### src/rtl/axi_w_buffer.sv
// rtl/axi_w_buffer.sv - AXI4 W-channel beat buffer with burst counting and optional store-and-forward
module axi_w_buffer #(
    parameter int DEPTH      = 4,
    parameter int DATA_WIDTH = 32,
    parameter int STRB_WIDTH = DATA_WIDTH / 8,
    parameter int STORE_FWD  = 0,
    parameter int AF_THRESH  = DEPTH - 1,
    parameter int CW         = $clog2(DEPTH + 1)
) (
    input  logic                  ACLK,
    input  logic                  ARESETn,
    input  logic [DATA_WIDTH-1:0] s_WDATA,
    input  logic [STRB_WIDTH-1:0] s_WSTRB,
    input  logic                  s_WLAST,
    input  logic                  s_WVALID,
    output logic                  s_WREADY,
    output logic [DATA_WIDTH-1:0] m_WDATA,
    output logic [STRB_WIDTH-1:0] m_WSTRB,
    output logic                  m_WLAST,
    output logic                  m_WVALID,
    input  logic                  m_WREADY,
    output logic [CW-1:0]         level,
    output logic [CW-1:0]         burst_cnt,
    output logic                  almost_full
);

    localparam int EW = DATA_WIDTH + STRB_WIDTH + 1;
    localparam int PW = $clog2(DEPTH);
    localparam logic [CW-1:0] DEPTH_C  = CW'(DEPTH);
    localparam logic [CW-1:0] AF_C     = CW'(AF_THRESH);
    localparam logic [PW-1:0] LAST_PTR = PW'(DEPTH - 1);

    logic [EW-1:0] mem_q [DEPTH];
    logic [EW-1:0] mem_d [DEPTH];
    logic [PW-1:0] wr_ptr_q, wr_ptr_d;
    logic [PW-1:0] rd_ptr_q, rd_ptr_d;
    logic [CW-1:0] level_q, level_d;
    logic [CW-1:0] burst_q, burst_d;
    logic          push, pop, push_last, pop_last;
    logic          not_empty, full;

    assign not_empty = (level_q != '0);
    assign full      = (level_q == DEPTH_C);
    assign s_WREADY  = !full;

    // A full buffer must release even without a WLAST, else an over-long burst deadlocks.
    assign m_WVALID  = not_empty && ((STORE_FWD == 0) || (burst_q != '0) || full);

    assign {m_WDATA, m_WSTRB, m_WLAST} = mem_q[rd_ptr_q];

    assign push        = s_WVALID && s_WREADY;
    assign pop         = m_WVALID && m_WREADY;
    assign push_last   = push && s_WLAST;
    assign pop_last    = pop && m_WLAST;
    assign level       = level_q;
    assign burst_cnt   = burst_q;
    assign almost_full = (level_q >= AF_C);

    always_comb begin
        mem_d    = mem_q;
        wr_ptr_d = wr_ptr_q;
        rd_ptr_d = rd_ptr_q;
        level_d  = level_q;
        burst_d  = burst_q;

        if (push) begin
            mem_d[wr_ptr_q] = {s_WDATA, s_WSTRB, s_WLAST};
            wr_ptr_d = (wr_ptr_q == LAST_PTR) ? '0 : wr_ptr_q + PW'(1);
        end
        if (pop) begin
            rd_ptr_d = (rd_ptr_q == LAST_PTR) ? '0 : rd_ptr_q + PW'(1);
        end

        case ({push, pop})
            2'b10:   level_d = level_q + CW'(1);
            2'b01:   level_d = level_q - CW'(1);
            default: level_d = level_q;
        endcase

        if (push_last && !pop_last) begin
            burst_d = burst_q + CW'(1);
        end else if (pop_last && !push_last) begin
            burst_d = burst_q - CW'(1);
        end
    end

    always_ff @(posedge ACLK) begin
        if (!ARESETn) begin
            for (int i = 0; i < DEPTH; i++) begin
                mem_q[i] <= '0;
            end
            wr_ptr_q <= '0;
            rd_ptr_q <= '0;
            level_q  <= '0;
            burst_q  <= '0;
        end else begin
            mem_q    <= mem_d;
            wr_ptr_q <= wr_ptr_d;
            rd_ptr_q <= rd_ptr_d;
            level_q  <= level_d;
            burst_q  <= burst_d;
        end
    end

endmodule
### config.mk
export PLATFORM = sky130hd
export DESIGN_NAME = axi_w_buffer
export DESIGN_NICKNAME = d
export VERILOG_FILES = /design/src/rtl/axi_w_buffer.sv
export SDC_FILE = /design/constraint.sdc
export NUM_CORES = 1
export LEC_CHECK = 0
export BUFFER_PORTS_ARGS = -buffer_cell sky130_fd_sc_hd__buf_2
export CAP_MARGIN = 20
export CORE_MARGIN = 3
export CORE_UTILIZATION = 45
export CTS_CLUSTER_DIAMETER = 150
export CTS_CLUSTER_SIZE = 8
export DETAILED_ROUTE_END_ITERATION = 10
export PLACE_DENSITY_LB_ADDON = 0.05
export SETUP_SLACK_MARGIN = 0.02
export SLEW_MARGIN = 0
export SYNTH_ARGS = -nofsm -noshare
export SYNTH_HDL_FRONTEND = slang
export SYNTH_SLANG_ARGS = --single-unit
### constraint.sdc
create_clock -name ACLK -period 5.4 [get_ports ACLK]
set_input_delay 0.27 -clock ACLK [delete_from_list [all_inputs] [get_ports ACLK]]
set_output_delay 0.27 -clock ACLK [all_outputs]
set_load 0.01 [all_outputs]
==> summary.md <==
| Metric | Value |
|---|---|
| Max rail drop VDD | ~0.00032 V |
| Post-CTS Setup Inserts | 0 |
| CP dominant cell by count | inv_1 |
| Vias in the first global route | between 4000 and 5000 |
| Top delay family on crit path | simple AND/OR/NAND/NOR gates |
| Synth top area share | roughly 45% |
| Fmax | approximately 370 MHz |
| DP HPWL | 8570 µm |
| Die width | around 130 µm |
| Post-synthesis cell area | around 7100 µm² |
| Total GRT Usage | 17.6% |
| CTS tree | done |
| Final Slew Violations | 0 |
| Slew @ Worst Pin | slightly above 800 ps |
| Initial DRC count | 186 |
| Filler cells | 1383 |
| Setup CP Type | register to register |
| Worst r2r src | level[2] |
| IO buf count | 86 |
| Area of the multi-input gates | 3420 µm² |
| CTS Sinks | 158 |
| Commonest non-fill, non-tap cell in the layout | nand2_1 |
| Asr flop ratio synth | 0% |
| Final #Nets | between 700 and 800 |
| Share of layout cells above drive strength 1 | approximately a quarter |
| Clock skew | 8.68 ps |
| Critical Path Start | level[2] |
| Area Growth Syn to Fin | 13.3% |
| Global-route wire length before repair | ~24000 µm |
| Final setup viols | 0 |
| Max-cap violation count | 0 |
| Crit. End Element | register |
| Post-synth top flop | dfxtp_1 |
| Die area | between 15000 and 20000 µm² |
| Worst path arrival time | around 3000 ps |
| Flip-flop and latch area | around 3200 µm² |
| Post-cts resize count | 0 |
| GR met2 Demand/Resource | between 20% and 30% |
| R2r setup slk | 2730 ps |
| Grt peak-use layer | met2 |
| Ports | 87 |
| Fin. Hold Viols | 0 |
| Max FO, Critical Path | 9 |
| Core Region | about 15000 µm² |
| CP peak stage delay | ~500 ps |
| Final Cycle Share | 49.4% |
| Gate Count Post-Synth | around 630 |
| Total CTS buffers | 17 |
| CP Cell Sequence | or3b_1 > and2_2 > inv_1 > ha_1 > inv_1 > fa_1 > xor2_1 > or3_2 > a21boi_0 |
| CTS max path bufs | 2 |
| Post-Synthesis Net Count | roughly 700 |
| Vias per cell | 5.06 |
| Register area share after synthesis | 44.8% |
| DP Cell Count | around 900 |
| P_leak | 3.04 nW |
| Clk slew on worst S/H paths | 60 ps |
| Slew headroom | 45.9% |
| Area leader, netlist | dfxtp_1 |
| Sum of negative setup slack | 0 ps |
| DIE HEIGHT | 131 µm |
| Pwr Density | 422 nW/µm² |
| H-tree lvl count | 4 |
| Met3 Use GR | 4.56% |
| Vias | about 4700 |
| Num rows | 45 |
| Syn_area_per_cell | approximately 11 µm² |
| Yosys warnings | 0 |
| CTS root buf | clkbuf_16 |
| Post-synth EDFFs | 0 |
| Clock latency on the worst-skew pair | around 420 ps |
| Final worst path period need | around 2700 ps |
| HP Start | s_WDATA[26] |
| Initial Util | a little under half |
| Most frequent cells in the layout | nand2_1 (191), dfxtp_1 (156), mux2i_1 (149) |
| Seq cells post-synth | between 150 and 200 |
| GP Congestion | 0.757 |
| RSZ-0062 raised after global routing | false |
| Initial antenna violation count | 0 |
| Cts hold-fix bufs | 0 |
| Largest net degree at the start of global routing | 85 |
| Final core occ | between 50 and 60% |
| Largest cells by area after synthesis | dfxtp_1 (45%), mux2i_1 (21%), mux4_2 (12%) |
| HP Class | input port to register |
| # diodes | 0 |
| Post-Layout Cell Count | 920 |
| Grt ovf | 0 |
| CP startpoint kind | register |
| Count of cell types in the netlist | 29 |
| WL/cell | around 16 µm |
| Routing usage on met1 | between 20% and 30% |
| CP required | 5740 ps |
| DR DRC count | 0 |
| Buf+Inv Stages, Crit Path | 2 |
| Post-route ant nets | 0 |
| Outcome | completed |
| Final wirelength | 14600 µm |
| Slowest CP cell | or3b_1 |
| Drt pass-1 iters | 4 |
-- worst paths after layout --
kind,endpoint,cells past startpoint
min,mem_q[105],3
max,level[2],9
max reg2reg,level[2],9
min reg2reg,mem_q[13],2
-- worst min-delay path: cells and delay by family --
family / cells / cell delay (ps)
mux: 1 / 130
buf+inv: 1 / 70
simple gates: 1 / 80
-- through the flow --
stage,cell area (µm²),power [mW],setup slack (ps),hold WS [ps]
6_report,8000,3.37,2730,182
5_1_grt,8000,3.55,2570,180
4_1_cts,8000,3.42,2730,160
3_5_place_dp,7340,2.09,2780,444
3_3_place_gp,7340,2.08,2860,439
2_1_floorplan,7060,1.93,2890,413
-- synthesized netlist by cell type, types with 3 or more instances --
| cell type | count |
|---|---|
| mux2i_1 | 149 |
| clkbuf_1 | 23 |
| dfxtp_1 | 158 |
| buf_12 | 16 |
| mux4_2 | 37 |
| ha_1 | 7 |
| buf_2 | 4 |
| and3_4 | 4 |
| and2_1 | 3 |
| buf_1 | 3 |
| inv_1 | 8 |
| o21ai_0 | 7 |
| nand2_1 | 191 |
-- sequential cells by signal (all words and copies together), names as in the netlist --
| signal | cells |
|---|---|
| burst_cnt | 3 |
| mem_q | 148 |
| wr_ptr_q | 2 |
| level | 3 |
| rd_ptr_q | 2 |
-- per-layer routing --
metal | wire length, µm | vias up
met5 | 0 | -
met4 | 209 | 0
met3 | 610 | 14
met2 | 6980 | 81
met1 | 6800 | 2262
li1 | - | 2298
-- cells by family (layout without fill, tap and decap cells) --
family | after synthesis | after routing | share of synthesized area, %
AO/OA/AOI/OAI | 11 | 11 | 0.939
AND/OR/NAND/NOR | 211 | 211 | 12.2
XOR/XNOR | 4 | 4 | 0.496
buffers and inverters | 55 | 130 | 6.79
multiplexers | 186 | 186 | 32.9
flip-flops | 158 | 158 | 44.8
adder cells (fa/ha/maj) | 9 | 9 | 1.81
-- power by group --
part,leakage (nW),internal [mW],switching (mW)
logic,1.44,0.332,0.387
clock network,0.316,0.857,0.464
registers,1.28,1.27,0.0640
total,3.04,2.46,0.915
-- area by class of cell --
cell class              instances  share of cell area [%]
clock inverters                10                    2.30
repair buffers                 90                    5.83
multi-input cells             421                    42.7
flip-flops and latches        158                    39.6
clock buffers                  22                    5.93
well taps                     211                    3.30
inverters                       8                   0.375
Note: power is estimated with default switching activity, not from simulation.
